**config.mk**
```make
export PLATFORM = sky130hd
export DESIGN_NAME = vend_multi_flat
export DESIGN_NICKNAME = d
export VERILOG_FILES = /design/src/rtl/vend_if.sv /design/src/rtl/vend_multi.sv /design/src/flat_wrapper.sv
export SDC_FILE = /design/constraint.sdc
export NUM_CORES = 1
export LEC_CHECK = 0
export BUFFER_PORTS_ARGS = -buffer_cell sky130_fd_sc_hd__buf_4
export CAP_MARGIN = 20
export CORE_MARGIN = 2
export CORE_UTILIZATION = 45
export CTS_CLUSTER_DIAMETER = 40
export DETAILED_ROUTE_END_ITERATION = 10
export PLACE_DENSITY_LB_ADDON = 0.12
export RECOVER_POWER = 100
export SLEW_MARGIN = 20
export SYNTH_ARGS = -nofsm -noshare
export SYNTH_HDL_FRONTEND = slang
export SYNTH_SLANG_ARGS = --single-unit
```
**constraint.sdc**
```tcl
create_clock -name clk -period 3.85 [get_ports clk]
set_clock_uncertainty 0.1 [all_clocks]
set_input_delay 0.385 -clock clk [delete_from_list [all_inputs] [get_ports clk]]
set_output_delay 0.385 -clock clk [all_outputs]
set_load 0.03 [all_outputs]
```
**src/rtl/vend_if.sv**
```systemverilog
// Handshake bundle between the vending controller and its panel/dispenser.
// The controller takes the slave view; the panel/dispenser side takes the master view.
interface vend_if #(
  parameter int NUM_ITEMS = 4,
  parameter int CNT_W     = 8
);
  logic                 token_in;
  logic [NUM_ITEMS-1:0] item_req;
  logic                 cancel;
  logic                 dispense_done;

  logic                 vend_busy;
  logic                 dispense;
  logic [3:0]           item_select;
  logic [CNT_W-1:0]     credit;
  logic [CNT_W-1:0]     change_tokens;
  logic                 change_valid;
  logic                 deny;
  logic                 token_reject;
  logic                 fault;

  modport master (
    output token_in, item_req, cancel, dispense_done,
    input  vend_busy, dispense, item_select, credit, change_tokens,
           change_valid, deny, token_reject, fault
  );

  modport slave (
    input  token_in, item_req, cancel, dispense_done,
    output vend_busy, dispense, item_select, credit, change_tokens,
           change_valid, deny, token_reject, fault
  );
endinterface

```
**src/rtl/vend_multi.sv**
```systemverilog
// Multi-product token vending controller: credit accumulation, priced vend with
// dispense timeout, and single-cycle change return. All outputs are registered.
module vend_multi #(
  parameter int                         NUM_ITEMS    = 4,
  parameter int                         CNT_W        = 8,
  parameter logic [NUM_ITEMS*CNT_W-1:0] PRICES       = {8'd4, 8'd3, 8'd2, 8'd1},
  parameter int                         MAX_CREDIT   = 255,
  parameter int                         DISP_TIMEOUT = 1000
) (
  input logic   clk,
  input logic   reset,
  vend_if.slave bus
);

  localparam logic [CNT_W-1:0] MAX_C    = CNT_W'(MAX_CREDIT);
  localparam int               TMR_W    = (DISP_TIMEOUT > 1) ? $clog2(DISP_TIMEOUT) : 1;
  localparam bit               TMR_EN   = (DISP_TIMEOUT > 0);
  localparam logic [TMR_W-1:0] TMR_LAST = TMR_EN ? TMR_W'(DISP_TIMEOUT - 1) : '0;

  typedef enum logic [1:0] {
    IDLE     = 2'd0,
    CREDIT   = 2'd1,
    DISPENSE = 2'd2,
    CHANGE   = 2'd3
  } state_t;

  state_t           state_r, state_nxt;
  logic [CNT_W-1:0] credit_r, credit_nxt;
  logic [CNT_W-1:0] chg_tok_r, chg_tok_nxt;
  logic [CNT_W-1:0] price_r, price_nxt;
  logic [3:0]       sel_r, sel_nxt;
  logic [TMR_W-1:0] tmr_r, tmr_nxt;
  logic             disp_r, disp_nxt;
  logic             busy_r, busy_nxt;
  logic             chg_vld_r, chg_vld_nxt;
  logic             deny_r, deny_nxt;
  logic             rej_r, rej_nxt;
  logic             fault_r, fault_nxt;

  logic             req_hit;
  logic [3:0]       req_idx;
  logic [CNT_W-1:0] req_price;

  // Refund of a timed-out vend must not push credit past the ceiling.
  function automatic logic [CNT_W-1:0] sat_add(input logic [CNT_W-1:0] a,
                                               input logic [CNT_W-1:0] b);
    logic [CNT_W:0] sum;
    sum = {1'b0, a} + {1'b0, b};
    if (sum > {1'b0, MAX_C}) return MAX_C;
    return sum[CNT_W-1:0];
  endfunction

  // Lowest set request bit wins; its price is picked alongside.
  always_comb begin
    req_hit   = 1'b0;
    req_idx   = '0;
    req_price = '0;
    for (int i = 0; i < NUM_ITEMS; i++) begin
      if (bus.item_req[i] && !req_hit) begin
        req_hit   = 1'b1;
        req_idx   = 4'(i);
        req_price = PRICES[i*CNT_W +: CNT_W];
      end
    end
  end

  always_comb begin
    state_nxt   = state_r;
    credit_nxt  = credit_r;
    chg_tok_nxt = chg_tok_r;
    price_nxt   = price_r;
    sel_nxt     = sel_r;
    tmr_nxt     = tmr_r;
    disp_nxt    = disp_r;
    chg_vld_nxt = 1'b0;
    deny_nxt    = 1'b0;
    rej_nxt     = 1'b0;
    fault_nxt   = 1'b0;

    unique case (state_r)
      IDLE, CREDIT: begin
        if (bus.token_in) begin
          state_nxt = CREDIT;
          if (credit_r >= MAX_C) rej_nxt    = 1'b1;
          else                   credit_nxt = credit_r + 1'b1;
        end else if (bus.cancel) begin
          if (state_r == CREDIT) state_nxt = CHANGE;
        end else if (req_hit) begin
          if (credit_r >= req_price) begin
            credit_nxt = credit_r - req_price;
            price_nxt  = req_price;
            sel_nxt    = req_idx + 4'd1;
            disp_nxt   = 1'b1;
            tmr_nxt    = '0;
            state_nxt  = DISPENSE;
          end else begin
            deny_nxt = 1'b1;
          end
        end
      end

      DISPENSE: begin
        rej_nxt = bus.token_in;
        if (bus.dispense_done) begin
          disp_nxt  = 1'b0;
          sel_nxt   = '0;
          state_nxt = CHANGE;
        end else if (TMR_EN && (tmr_r == TMR_LAST)) begin
          fault_nxt  = 1'b1;
          disp_nxt   = 1'b0;
          sel_nxt    = '0;
          credit_nxt = sat_add(credit_r, price_r);
          state_nxt  = CHANGE;
        end else if (TMR_EN) begin
          tmr_nxt = tmr_r + 1'b1;
        end
      end

      CHANGE: begin
        rej_nxt     = bus.token_in;
        chg_vld_nxt = 1'b1;
        chg_tok_nxt = credit_r;
        credit_nxt  = '0;
        state_nxt   = IDLE;
      end

      default: state_nxt = IDLE;
    endcase

    busy_nxt = (state_nxt == DISPENSE) || (state_nxt == CHANGE);
  end

  always_ff @(posedge clk) begin
    if (reset) begin
      state_r   <= IDLE;
      credit_r  <= '0;
      chg_tok_r <= '0;
      price_r   <= '0;
      sel_r     <= '0;
      tmr_r     <= '0;
      disp_r    <= 1'b0;
      busy_r    <= 1'b0;
      chg_vld_r <= 1'b0;
      deny_r    <= 1'b0;
      rej_r     <= 1'b0;
      fault_r   <= 1'b0;
    end else begin
      state_r   <= state_nxt;
      credit_r  <= credit_nxt;
      chg_tok_r <= chg_tok_nxt;
      price_r   <= price_nxt;
      sel_r     <= sel_nxt;
      tmr_r     <= tmr_nxt;
      disp_r    <= disp_nxt;
      busy_r    <= busy_nxt;
      chg_vld_r <= chg_vld_nxt;
      deny_r    <= deny_nxt;
      rej_r     <= rej_nxt;
      fault_r   <= fault_nxt;
    end
  end

  assign bus.vend_busy     = busy_r;
  assign bus.dispense      = disp_r;
  assign bus.item_select   = sel_r;
  assign bus.credit        = credit_r;
  assign bus.change_tokens = chg_tok_r;
  assign bus.change_valid  = chg_vld_r;
  assign bus.deny          = deny_r;
  assign bus.token_reject  = rej_r;
  assign bus.fault         = fault_r;

endmodule

```
**src/flat_wrapper.sv**
```systemverilog
// flat-port wrapper written by rule: the top's interface ports become plain ports
module vend_multi_flat 
#(
  parameter int                         NUM_ITEMS    = 4,
  parameter int                         CNT_W        = 8,
  parameter logic [NUM_ITEMS*CNT_W-1:0] PRICES       = {8'd4, 8'd3, 8'd2, 8'd1},
  parameter int                         MAX_CREDIT   = 255,
  parameter int                         DISP_TIMEOUT = 1000
)
  (clk, reset, bus_token_in, bus_item_req, bus_cancel, bus_dispense_done, bus_vend_busy, bus_dispense, bus_item_select, bus_credit, bus_change_tokens, bus_change_valid, bus_deny, bus_token_reject, bus_fault);
  vend_if #(.NUM_ITEMS(NUM_ITEMS), .CNT_W(CNT_W)) bus_i ();
  input logic clk;
  input logic reset;
  input wire logic [$bits(bus_i.token_in)-1:0] bus_token_in;
  input wire logic [$bits(bus_i.item_req)-1:0] bus_item_req;
  input wire logic [$bits(bus_i.cancel)-1:0] bus_cancel;
  input wire logic [$bits(bus_i.dispense_done)-1:0] bus_dispense_done;
  output wire logic [$bits(bus_i.vend_busy)-1:0] bus_vend_busy;
  output wire logic [$bits(bus_i.dispense)-1:0] bus_dispense;
  output wire logic [$bits(bus_i.item_select)-1:0] bus_item_select;
  output wire logic [$bits(bus_i.credit)-1:0] bus_credit;
  output wire logic [$bits(bus_i.change_tokens)-1:0] bus_change_tokens;
  output wire logic [$bits(bus_i.change_valid)-1:0] bus_change_valid;
  output wire logic [$bits(bus_i.deny)-1:0] bus_deny;
  output wire logic [$bits(bus_i.token_reject)-1:0] bus_token_reject;
  output wire logic [$bits(bus_i.fault)-1:0] bus_fault;
  assign bus_i.token_in = bus_token_in;
  assign bus_i.item_req = bus_item_req;
  assign bus_i.cancel = bus_cancel;
  assign bus_i.dispense_done = bus_dispense_done;
  assign bus_vend_busy = bus_i.vend_busy;
  assign bus_dispense = bus_i.dispense;
  assign bus_item_select = bus_i.item_select;
  assign bus_credit = bus_i.credit;
  assign bus_change_tokens = bus_i.change_tokens;
  assign bus_change_valid = bus_i.change_valid;
  assign bus_deny = bus_i.deny;
  assign bus_token_reject = bus_i.token_reject;
  assign bus_fault = bus_i.fault;
  vend_multi #(.NUM_ITEMS(NUM_ITEMS), .CNT_W(CNT_W), .PRICES(PRICES), .MAX_CREDIT(MAX_CREDIT), .DISP_TIMEOUT(DISP_TIMEOUT)) u_core (.clk(clk), .reset(reset), .bus(bus_i));
endmodule
```
Word level (Yosys, flattened, before mapping)
Index checks and enable logic that the tools add are counted.
{"block": "op_classes", "addsub": 5, "n_div": 0, "shifts": 0, "n_mux": 60, "eq_ne": 18, "reduce_logical": 17, "n_bitwise": 5, "mul": 0, "n_lt_le_gt_ge": 3}
{"cell": "two-way mux 8 bit", "n": 12}
{"cell": "two-way mux 10 bit", "n": 6}
{"cell": "two-way mux 4 bit", "n": 6}
{"cell": "one-hot mux 8 bit (3 select lines)", "n": 1}
{"cell": "two-way mux 1 bit", "n": 21}
{"cell": "one-hot mux 10 bit (2 select lines)", "n": 1}
{"cell": "two-way mux 2 bit", "n": 9}
{"cell": "AND reduction 6 bit", "n": 2}
{"cell": "adder 10 x 1 -> 10 bit (second input constant)", "n": 1}
{"cell": "equality test 10 bit (second input constant)", "n": 1}
{"cell": "adder 8 x 8 -> 9 bit", "n": 1}
{"cell": "greater-than comparator 9 x 8 -> 1 bit (second input constant)", "n": 1}
{"cell": "inequality test 3 x 2 -> 1 bit (second input constant)", "n": 3}
{"cell": "adder 8 x 1 -> 8 bit (second input constant)", "n": 1}
{"cell": "equality test 2 bit (second input constant)", "n": 4}
{"cell": ">= comparator 8 bit", "n": 1}
{"cell": ">= comparator 8 bit (second input constant)", "n": 1}
{"cell": "inequality test 2 bit (second input constant)", "n": 4}
{"cell": "one-hot mux 4 bit (2 select lines)", "n": 1}
{"cell": "subtractor 8 bit", "n": 1}
{"cell": "AND reduction 7 bit", "n": 1}
{"cell": "inequality test 2 x 1 -> 1 bit (second input constant)", "n": 3}
{"cell": "inequality test 3 bit (second input constant)", "n": 2}
{"cell": "one-hot mux 2 bit (3 select lines)", "n": 1}
{"cell": "other kinds (13)", "n": 23}
{"block": "totals", "input_bits": 9, "latchBits": 0, "mem_bits_rw": 0, "romBits": 0, "out_inout_bits": 26, "elab_cells": 120, "mem_count": 0, "ff_bits": 46}

Logic depth before layout (Yosys ltp)
Gate-level depths: netlist (run 1).
{"block": "depth", "ltp_word": 18, "ltp_mapped": 11, "ltp_nobuf": 10}

Worst setup path before layout (run 1)
No wires, ideal clock.
{"block": "synth_path", "kind": "reg-to-reg", "from": "register u_core.credit_r[0], in the netlist u_core.bus.credit[0]", "to": "register u_core.tmr_r[6]", "required_ns": 3.691, "path_slack_ns": 0.858, "setup_ns": 0.059, "synth_period_minus_slack_ns": 2.992, "path_stages_with_launch": 11, "n_path_buf": 1, "arrival_ns": 2.832, "path_cell_list": "dfxtp_1 inv_1 ha_1 fa_1 a21boi_0 o211ai_4 a211oi_2 or3_4 buf_6 or4_1 nand2_1"}
{"block": "synth_between", "elab_chain_cells": 3}
{"item": "from (decl)", "line_no": "vend_multi.sv:28", "source": "logic [CNT_W-1:0] credit_r, credit_nxt;"}
{"item": "from (signal assigned)", "line_no": "vend_multi.sv:149", "source": "credit_r <= credit_nxt;"}
{"item": ">= comparator 8 bit", "line_no": "vend_multi.sv:89", "source": "if (credit_r >= req_price) begin"}
{"item": "inequality test 2 x 1 -> 1 bit (no source line)"}
{"item": "AND reduction 7 bit (no source line)"}
{"item": "to (signal assigned)", "line_no": "vend_multi.sv:153", "source": "tmr_r <= tmr_nxt;"}
{"item": "to (decl)", "line_no": "vend_multi.sv:32", "source": "logic [TMR_W-1:0] tmr_r, tmr_nxt;"}
No other way between the ends.
A chain may end at the register's enable or synchronous reset.

Final worst setup path (run 1)
{"block": "layout_path", "from": "register u_core.credit_r[0], in the netlist u_core.bus.credit[0]", "to": "register u_core.tmr_r[9]"}
The elaborated chain is that of the path after synthesis.

==> results.md, run 1 <==
- Status: finished clean
- Fillers: 559
- ANT cells: 0
- Net count after synthesis: 320
- Grt peak-use layer: met2
- Initial antenna violation count: 0
- Routing usage on met3: 4.59%
- Hold WC Path Type: in -> reg
- Peak supply drop: 260 uV
- Port Buffer Count: 33
- Post-route insts no fill: 394
- Total grt overflow: 0
- Number of gates resized after CTS: 0
- Placed insts: 386
- Layout cells sized above 1: 7.72%
- # H-tree levels: 2
- DP Wirelength: 4280 um
- Fin. max-slew vios: 0
- Gate count of the mapped netlist: 300
- Post-CTS Setup Bufs: 0
- Layout Nets: 343
- Vias in the first global route: 2036
- Worst slew pin tran: 830 ps
- Storage element area: 801 um^2
- Die area: 0.00591 mm^2
- FF-to-FF path depth: 9
- First-pass GRT wire length: 9870 um
- Setup violators final: 0
- Reg2reg end: u_core.tmr_r[9]
- Clock buffer depth: 2
- Area of the multi-input gates: 0.00142 mm^2
- Hold EP: u_core.bus.deny
- GRT Total Usage: 20.8%
- Met2 Usage GRT: 33.6%
- IO Count: 35
- Final Hold Vio Count: 0
- Mapped Area: 0.00239 mm^2
- Top_reg_cell synth: dfxtp_1
- Reg-to-Reg Start: u_core.bus.credit[0]
- Routed WL: 5910 um
- Via/cell ratio: 5.77
- R2r setup slk: 590 ps
- Most frequent cell after synthesis: dfxtp_1
- Clock Sink Count: 40
- RD Place Congestion: 0.861
- Core ar.: 0.00511 mm^2
- Power Total: 1370 uW
- Worst-Skew Late Latency: 300 ps
- Post-DRT Antenna Nets: 0
- Number of detailed-route iterations in the first pass: 4
- Hold depth: 4
- Post-synth top cells: dfxtp_1 (40), nor2_1 (34), nand2_1 (31)
- Drt drc: 0
- CP Launch Type: register
- Initial Util: 46.8%
- Warning count from the yosys run: 0
- Register area share after synthesis: 33.5%
- Chip Height: 76.9 um
- Crit Path Max Fanout: 14
- Final Core Density: 50.9%
- Total number of vias: 2272
- RSZ-0062 raised after global routing: false
- Ranking of synthesized cells by area: dfxtp_1 (34%), a21oi_1 (5.9%), nor2_1 (5.3%)
- Met1 usage: 27.1%
- CTS Buf Count: 5
- EDFF count, synth: 0
- Static leakage: 0.000963 uW
- Area Growth Syn to Fin: 8.80%
- # hold bufs at CTS: 0
- CP max stage delay: 580 ps
- Slowest-stage cell, CP: or4_1
- Worst Setup Path Type: reg -> reg
- Largest net degree at the start of global routing: 27
- FF+latch count, synth: 40
- Ys async rst share: 0%
- Core Rows: 26
- Unique cell type count in the Yosys netlist: 56
- CP Cell Sequence: inv_1 > ha_1 > fa_1 > a21boi_0 > o211ai_4 > a211oi_1 > or2_0 > or4_1 > a21oi_1
- Max-Cap Viols: 0
- Pwr Density: 528 mW/mm^2
- Mapped Avg Cell Area: 7.97 um^2
- Fin crit share: 84.8%
- Clock root cell: clkbuf_8
- Setup TNS: 0 ps
- Max frequency: 306 MHz
- Clock-pin slew on the worst setup and hold paths: 80 ps
- Max transition margin: 44.6%
- Period minus WS final: 3260 ps
- DR WL/cell: 15.0 um
- CP endpoint kind: register
- Share of the synthesized area in the top cell type: 33.5%
- Data required time of the worst path: 3980 ps
- Crit path DAT: 3390 ps
- Iter 0 DRT Violations: 186
- Dominant cell type by area after synthesis: dfxtp_1
- Die width: 76.9 um
- Min-delay src: bus_cancel
- CTS tree: built
[report_power, final]
group | leakage [uW] | internal [uW] | switching [uW]
logic | 0.000595 | 177 | 334
registers | 0.000325 | 458 | 98.5
clock network | 0.0000434 | 145 | 161
[layer usage]
layer  vias to the layer above  wire (um)
li1                       1124          -
met1                      1090       2770
met2                        47       2790
met3                        11        237
met4                         0        112
met5                         -          0
[sequential cells by signal (all words and copies together) (netlist names)]
signal                    flops
u_core.bus.change_tokens      8
u_core.bus.change_valid       1
u_core.bus.credit             8
u_core.bus.deny               1
u_core.bus.dispense           1
u_core.bus.fault              1
u_core.bus.item_select        3
u_core.bus.token_reject       1
u_core.bus.vend_busy          1
u_core.price_r                3
u_core.state_r                2
u_core.tmr_r                 10
[how the worst max path moves through the flow]
stage | cells after the start | endpoint | slack [ps] | startpoint
after floorplan | 10 | u_core.tmr_r[6] | 860 | u_core.bus.credit[0]
after global placement | 10 | u_core.tmr_r[4] | 680 | bus_item_req[2]
after detailed placement | 10 | u_core.tmr_r[9] | 580 | bus_item_req[2]
after CTS | 9 | u_core.tmr_r[9] | 700 | u_core.bus.credit[0]
after global routing | 9 | u_core.tmr_r[9] | 360 | u_core.bus.credit[0]
final | 9 | u_core.tmr_r[9] | 590 | u_core.bus.credit[0]
[cells in the final DEF, fill, tap and decap left out, drive strengths merged, types with 7 or more instances in the layout]
cell type   n
inv        11
nand2      32
clkbuf     31
or4         9
dfxtp      40
a21oi      28
nor2b       8
a31oi       8
nor3       16
buf         8
o21ai      19
nand3       7
ha          9
nor2       34
[final cells by class]
class	count	share of cell area (%)
multi-input combinational	232	54.6
timing repair buffer	33	5.92
clock buffer	6	3.18
inverter	11	1.59
tap	70	3.37
sequential	40	30.8
clock inverter	2	0.577
[stage by stage]
step / setup slack, ps / hold WS [ps] / instance area [um^2]
2_1_floorplan: 858 / 350 / 2390
3_3_place_gp: 681 / 346 / 2630
3_5_place_dp: 578 / 348 / 2630
4_1_cts: 698 / 301 / 2720
5_1_grt: 356 / 317 / 2600
6_report: 586 / 307 / 2600
[critical path: cells and delay by family (launching register included)]
kind            cells  cell delay, ps
compound gates      4             780
fa+ha+maj           2             640
buf+inv             1             120
flops               1             450
simple gates        2            1090
[cell families after synthesis]
kind of cell	share of synthesized area (%)
compound gates	22.8
flops	33.5
other cells	0.157
mux	1.26
buf+inv	5.92
fa+ha+maj	6.39
simple gates	29.6
xor+xnor	0.367
No activity file was read; power rests on OpenSTA's default activity.
==> run 2, diff against run 1 <==
Settings changed: ABC_AREA from default to 1.
Clock period 3.85 ns to 2.6 ns, I/O delays scaled along.
==> run 2 against run 1 <==
- maximum frequency rose by 41%
- utilization rose by 1.6 points
- non-clock buffer count rose by 2
- via count rose by 17%
==> results.md, run 2 <==
- Area Growth Syn to Fin: 11.4%
- Clock buffer depth: 2 (unchanged)
- Worst slew pin tran: 559 ps (-271 ps)
- Worst-Skew Late Latency: 300 ps (about the same)
- Post-synth top cells: nand2_1 (115), nor2_1 (56), inv_1 (45)
- Number of detailed-route iterations in the first pass: 4 (unchanged)
- Post-DRT Antenna Nets: 0 (unchanged)
- Initial Util: 47.1% (+0.32 points)
- Met2 WL: 2910 um (+4.3%)
- CP endpoint kind: register
- Vias in the first global route: 2257 (+11%)
- Setup violators final: 0 (unchanged)
- # H-tree levels: 2 (unchanged)
- Chip Height: 80.2 um (+4.3%)
- Layout Nets: 469 (+37%)
- CTS tree: built
- Max-Cap Viols: 0 (unchanged)
- Area share of and/or/nand/nor cells after synthesis: 40.5% (+11 points)
- Clock root cell: clkbuf_8
- Final Core Density: 52.5% (+1.6 points)
- Final Hold Vio Count: 0 (unchanged)
- EDFF count, synth: 0 (unchanged)
- FF+latch count, synth: 40 (unchanged)
- Crit path DAT: 2410 ps (-980 ps)
- IO Count: 35 (unchanged)
- Compound-Gate Fraction of Synth Area: 12.3% (-11 points)
- Core ar.: 0.00554 mm^2 (+8.5%)
- Via/cell ratio: 5.07 (-12%)
- Most common cell after layout, fill and taps aside: nand2_1
- RSZ-0062 raised after global routing: false
- Number of gates resized after CTS: 0 (unchanged)
- Data required time of the worst path: 2700 ps (-1280 ps)
- Most flops, register: u_core.tmr_r
- RD Place Congestion: 0.890 (+3.4%)
- GRT Total Usage: 21.1% (+0.34 points)
- Layout cells sized above 1: 7.78% (+0.062 points)
- DR WL/cell: 12.4 um (-17%)
- Most frequent cells in the layout: nand2_1 (116), nor2_1 (56), inv_1 (46)
- Die area: 0.00642 mm^2 (+8.7%)
- Total grt overflow: 0 (unchanged)
- Mapped Area: 0.00261 mm^2 (+9.2%)
- DRT met1 WL: 3160 um (+14%)
- Peak supply drop: 377 uV (+45%)
- Gate count of the mapped netlist: 418 (+39%)
- First-pass GRT wire length: 10600 um (+7.4%)
- Setup TNS: 0 ps (unchanged)
- CP Launch Type: register
- Ys async rst share: 0% (unchanged)
- Port Buffer Count: 33 (unchanged)
- Top_reg_cell synth: dfxtp_1
- Routed WL: 6500 um (+10%)
- Fin. max-slew vios: 0 (unchanged)
- Drt drc: 0 (unchanged)
- Most frequent cell after synthesis: nand2_1
- Mux contribution to synthesized area: 0% (-1.3 points)
- Dominant cell type by area after synthesis: dfxtp_1
- Net count after synthesis: 438 (+37%)
- Largest net degree at the start of global routing: 24 (-11%)
- Hold WC Path Type: in -> reg
- Highest routed metal layer: met4
- Register area share after synthesis: 30.7% (-2.8 points)
- Routed length on met3: 312 um (+32%)
- Initial antenna violation count: 0 (unchanged)
- Fin crit share: 89.0% (+4.2 points)
- # hold bufs at CTS: 0 (unchanged)
- Synth Area in XOR/XNOR: 0.671% (+0.30 points)
- Share of the synthesized area in the top cell type: 30.7% (-2.8 points)
- Worst Setup Path Type: reg -> reg
- Total number of vias: 2647 (+17%)
- Mapped Avg Cell Area: 6.24 um^2 (-22%)
- CTS Buf Count: 5 (unchanged)
- Max reg flops: 10 (unchanged)
- Period minus WS final: 2310 ps (-950 ps)
- Post-Synth Adder-Cell Area: 5.85% (-0.54 points)
- Static leakage: 0.00135 uW (+40%)
- Ranking of synthesized cells by area: dfxtp_1 (31%), nand2_1 (17%), nand3_1 (8.2%)
- Status: finished clean
- Max transition margin: 62.7% (+18 points)
- ANT cells: 0 (unchanged)
- Die width: 80.2 um (+4.3%)
- DP Wirelength: 4820 um (+13%)
- Clock-pin slew on the worst setup and hold paths: 80 ps (about the same)
- Pwr Density: 745 mW/mm^2 (+41%)
- Iter 0 DRT Violations: 156 (-16%)
- Clock Sink Count: 40 (unchanged)
- Post-CTS Setup Bufs: 0 (unchanged)
- Crit Path Max Fanout: 6 (-8)
- Core Rows: 27 (+3.8%)
- Largest family of logic cells by synthesized area: simple AND/OR/NAND/NOR gates
- Max frequency: 432 MHz (+41%)
- Warning count from the yosys run: 0 (unchanged)
- Unique cell type count in the Yosys netlist: 32 (-43%)
run 2: kinds of logic (layout without fill, tap and decap cells):
| kind of cell | Yosys count | count (layout) |
|---|---|---|
| adder cells (fa/ha/maj) | 11 | 11 |
| flip-flops | 40 | 40 |
| XOR/XNOR | 2 | 2 |
| AND/OR/NAND/NOR | 241 | 241 |
| buffers and inverters | 63 | 95 |
| AO/OA/AOI/OAI | 60 | 60 |
| other | 1 | 1 |
run 2: area by class of cell:
cell class,count,area [um^2]
well taps,72,90.1
multi-input cells,315,1540
clock buffers,5,68.8
repair buffers,35,165
flip-flops and latches,40,801
clock inverters,3,42.5
inverters,52,198
fillers,610,2630
run 2: worst paths after layout:
path / startpoint / end / slack (ps) / cells after the start
min: bus_dispense_done / u_core.bus.fault / 20 / 2
min reg2reg: u_core.bus.item_select[1] / u_core.bus.item_select[1] / 360 / 2
max: u_core.bus.credit[0] / u_core.bus.credit[2] / 290 / 11
max reg2reg: u_core.bus.credit[0] / u_core.bus.credit[2] / 290 / 11
run 2: report_power, final:
group          total [uW]  internal (uW)  switching [uW]
Clock                 527            284             243
Combinational         868            266             602
Sequential            769            680            89.8
Total                2160           1230             935
run 2: layer usage:
metal / vias up / track usage, %
li1: 1401 / -
met1: 1169 / 29.2
met2: 67 / 32.3
met3: 10 / 4.38
met4: 0 / 7.80
met5: - / 0
run 2: critical path, cell delays in order, from the launching register on:
cell      delay [ps]
dfxtp_1          310
clkbuf_1         170
ha_1             290
fa_1             430
nand3_1          110
nand2_1          150
nand2_1          210
o21ai_0          110
a21oi_1          140
nand3_1           80
nand2_1           70
nor2_1            40
run 2: per-stage QoR:
| step | power [uW] | hold WS, ps | instance area [um^2] | worst slack [ps] | cells |
|---|---|---|---|---|---|
| 2_1_floorplan | 1450 | 237 | 2610 | 295 | 418 |
| 5_1_grt | 2330 | 27.5 | 2910 | 85.7 | 522 |
| 6_report | 2170 | 22.1 | 2910 | 286 | 522 |
| 3_3_place_gp | 1690 | 345 | 2900 | 209 | 514 |
| 3_5_place_dp | 1700 | 348 | 2900 | 171 | 514 |
| 4_1_cts | 2220 | 22.7 | 3010 | 348 | 522 |
==> run 3, diff against run 2 <==
Settings changed: PLACE_DENSITY from default to 0.7, PLACE_DENSITY_LB_ADDON 0.12 to default.
==> run 3 against run 2 <==
- register-to-register slack worse by 30 ps
- clock-buffer cell count is the same
- first-iteration DRC count is 11% lower
- flip-flop and latch count unchanged
- sequential share of layout area down 0.11 points
- wire length shrank 0.37%
- non-clock buffer count shrank 1
- utilization is 0.29 points higher
- worst hold slack better by 3.4 ps
- via count grew 1.0%
- largest power group unchanged
==> results.md, run 3 (synthesis results as in run 2) <==
- Die width: 80.2 um (unchanged)
- Routed length on met3: 321 um (+2.9%)
- Most flops, register: u_core.tmr_r
- CP endpoint kind: register
- Iter 0 DRT Violations: 139 (-11%)
- Crit path DAT: 2480 ps (+70 ps)
- Met2 WL: 2880 um (-0.86%)
- Static leakage: 0.00136 uW (+0.73%)
- Most frequent cells in the layout: nand2_1 (116), nor2_1 (56), inv_1 (46)
- Hold depth: 2 (unchanged)
- Initial Util: 47.1% (unchanged)
- Max reg flops: 10 (unchanged)
- Switching Share: 43.2% (about the same)
- Setup violators final: 0 (unchanged)
- Period minus WS final: 2340 ps (+28.2 ps)
- DP Wirelength: 4780 um (-0.88%)
- Initial antenna violation count: 0 (unchanged)
- # hold bufs at CTS: 0 (unchanged)
- Most common cell after layout, fill and taps aside: nand2_1
- Die area: 0.00642 mm^2 (unchanged)
- CP Launch Type: register
- Fin crit share: 90.1% (+1.1 points)
- Gate power share: 39.8% (-0.3 points)
- Hold WC Path Type: in -> reg
- Storage element area: 802 um^2 (+0.16%)
- Area of the multi-input gates: 0.00156 mm^2 (+0.97%)
- Design area: 0.00292 mm^2 (+0.56%)
- Max transition margin: 61.3% (-1.4 points)
- Area Growth Syn to Fin: 12.0%
- IO Count: 35 (unchanged)
- Worst-Skew Late Latency: 300 ps (about the same)
- Setup TNS: 0 ps (unchanged)
- Chip Height: 80.2 um (unchanged)
- CTS tree: built
- Worst Setup Path Type: reg -> reg
- Sequential group share of total power: 35.9% (+0.4 points)
- Max frequency: 427 MHz (-1.2%)
- Status: finished clean
- DR WL/cell: 12.4 um (-0.18%)
- RD Place Congestion: 0.930 (+4.5%)
- Data required time of the worst path: 2740 ps (+40 ps)
- Total number of vias: 2674 (+1.0%)
- Via/cell ratio: 5.13 (+1.2%)
- ANT cells: 0 (unchanged)
- Int Pwr: 1230 uW (+0.38%)
- Post-CTS Setup Bufs: 0 (unchanged)
- Routed WL: 6470 um (-0.37%)
- First-pass GRT wire length: 11000 um (+3.3%)
- Area of placed instances: 0.00289 mm^2 (-0.26%)
- Clock root cell: clkbuf_8
- Clock-pin slew on the worst setup and hold paths: 90 ps (about the same)
- Drt drc: 0 (unchanged)
- Fillers: 596 (-2.3%)
- Clock network fraction of design power: 24.3% (about the same)
- Core Rows: 27 (unchanged)
- FF-to-FF path depth: 12 (+1)
- Core ar.: 0.00554 mm^2 (unchanged)
- CTS Buf Count: 5 (unchanged)
- Min-delay src: bus_dispense_done
- Clock Sink Count: 40 (unchanged)
- Layout Nets: 468 (-0.21%)
- Total grt overflow: 0 (unchanged)
- Crit Path Max Fanout: 9 (+3)
- Beginning of the critical path: u_core.bus.credit[0]
- Sw Pwr: 939 uW (+0.40%)
- Reg-to-Reg Start: u_core.bus.credit[0]
- # H-tree levels: 2 (unchanged)
- Layout cells sized above 1: 8.24% (+0.46 points)
- RSZ-0062 raised after global routing: false
- GRT Total Usage: 21.7% (+0.61 points)
- Highest routed metal layer: met4
- Fin. max-slew vios: 0 (unchanged)
- Port Buffer Count: 33 (unchanged)
- Largest net degree at the start of global routing: 24 (unchanged)
- Clock buffer depth: 2 (unchanged)
- Post-DRT Antenna Nets: 0 (unchanged)
- Final Hold Vio Count: 0 (unchanged)
- Vias in the first global route: 2393 (+6.0%)
- Power Total: 2170 uW (+0.39%)
- DRT met1 WL: 3100 um (-1.7%)
- Pwr Density: 743 mW/mm^2 (-0.17%)
- Number of detailed-route iterations in the first pass: 4 (unchanged)
- Worst slew pin tran: 579 ps (+20.8 ps)
- Max-Cap Viols: 0 (unchanged)
- Peak supply drop: 438 uV (+16%)
run 3: cell types whose count changed in the layout (fill, tap and decap cells not counted):
cell      previous run  this run
dfxtp_2              0         1
dfxtp_1             40        39
nor2_4               0         2
nand2_4              1         2
buf_4                8         9
nor2_2               4         2
clkbuf_1            26        24
nand2_2              2         1
run 3: layer usage:
layer / GRT usage, % / vias to the layer above
met5: 0 / -
met4: 7.80 / 0
met3: 3.93 / 16
met2: 34.2 / 54
met1: 29.7 / 1209
li1: - / 1395
run 3: stage by stage:
| step | cells | setup WS, ps | util, % | hold slack, ps |
|---|---|---|---|---|
| after floorplan | 418 | 295 | - | 237 |
| after global placement | 513 | 211 | 52.2 | 347 |
| after detailed placement | 513 | 154 | 52.2 | 344 |
| after CTS | 521 | 139 | 54.2 | 22.3 |
| after global routing | 521 | 7.45 | 52.8 | 23.2 |
| final | 521 | 258 | 52.8 | 25.6 |
run 3: worst max-delay path, stage by stage (launching register included):
cell	delay (ps)
dfxtp_2	400
inv_1	90
ha_1	230
fa_1	390
nor2_1	180
nor2_1	100
nand2_1	140
nand3_2	150
nand2_4	160
nand2_4	90
nand2_1	70
nand2_1	50
nor2_1	110
run 3: cell type report:
type | count | share of cell area, %
flip-flops and latches | 40 | 27.4
inverters | 52 | 6.76
multi-input cells | 315 | 53.3
well taps | 72 | 3.08
clock inverters | 3 | 1.45
clock buffers | 5 | 2.35
repair buffers | 34 | 5.65
run 3: power groups by stage:
stage / Sequential (uW) / Clock [uW] / Combinational, uW
2_1_floorplan: 864 / 0 / 583
6_report: 780 / 528 / 865
3_3_place_gp: 794 / 0 / 885
4_1_cts: 779 / 540 / 902
3_5_place_dp: 793 / 0 / 898
5_1_grt: 795 / 562 / 981
run 3: final timing paths:
kind | to | slack (ps)
max | u_core.bus.credit[7] | 260
min | u_core.bus.fault | 30
max reg2reg | u_core.bus.credit[7] | 260
min reg2reg | u_core.bus.item_select[2] | 370
run 3: timing repair:
action,4_1_cts,5_1_grt
setup endpoints to repair,0,22
gates resized for setup,0,3
endpoints found under the hold margin,0,0
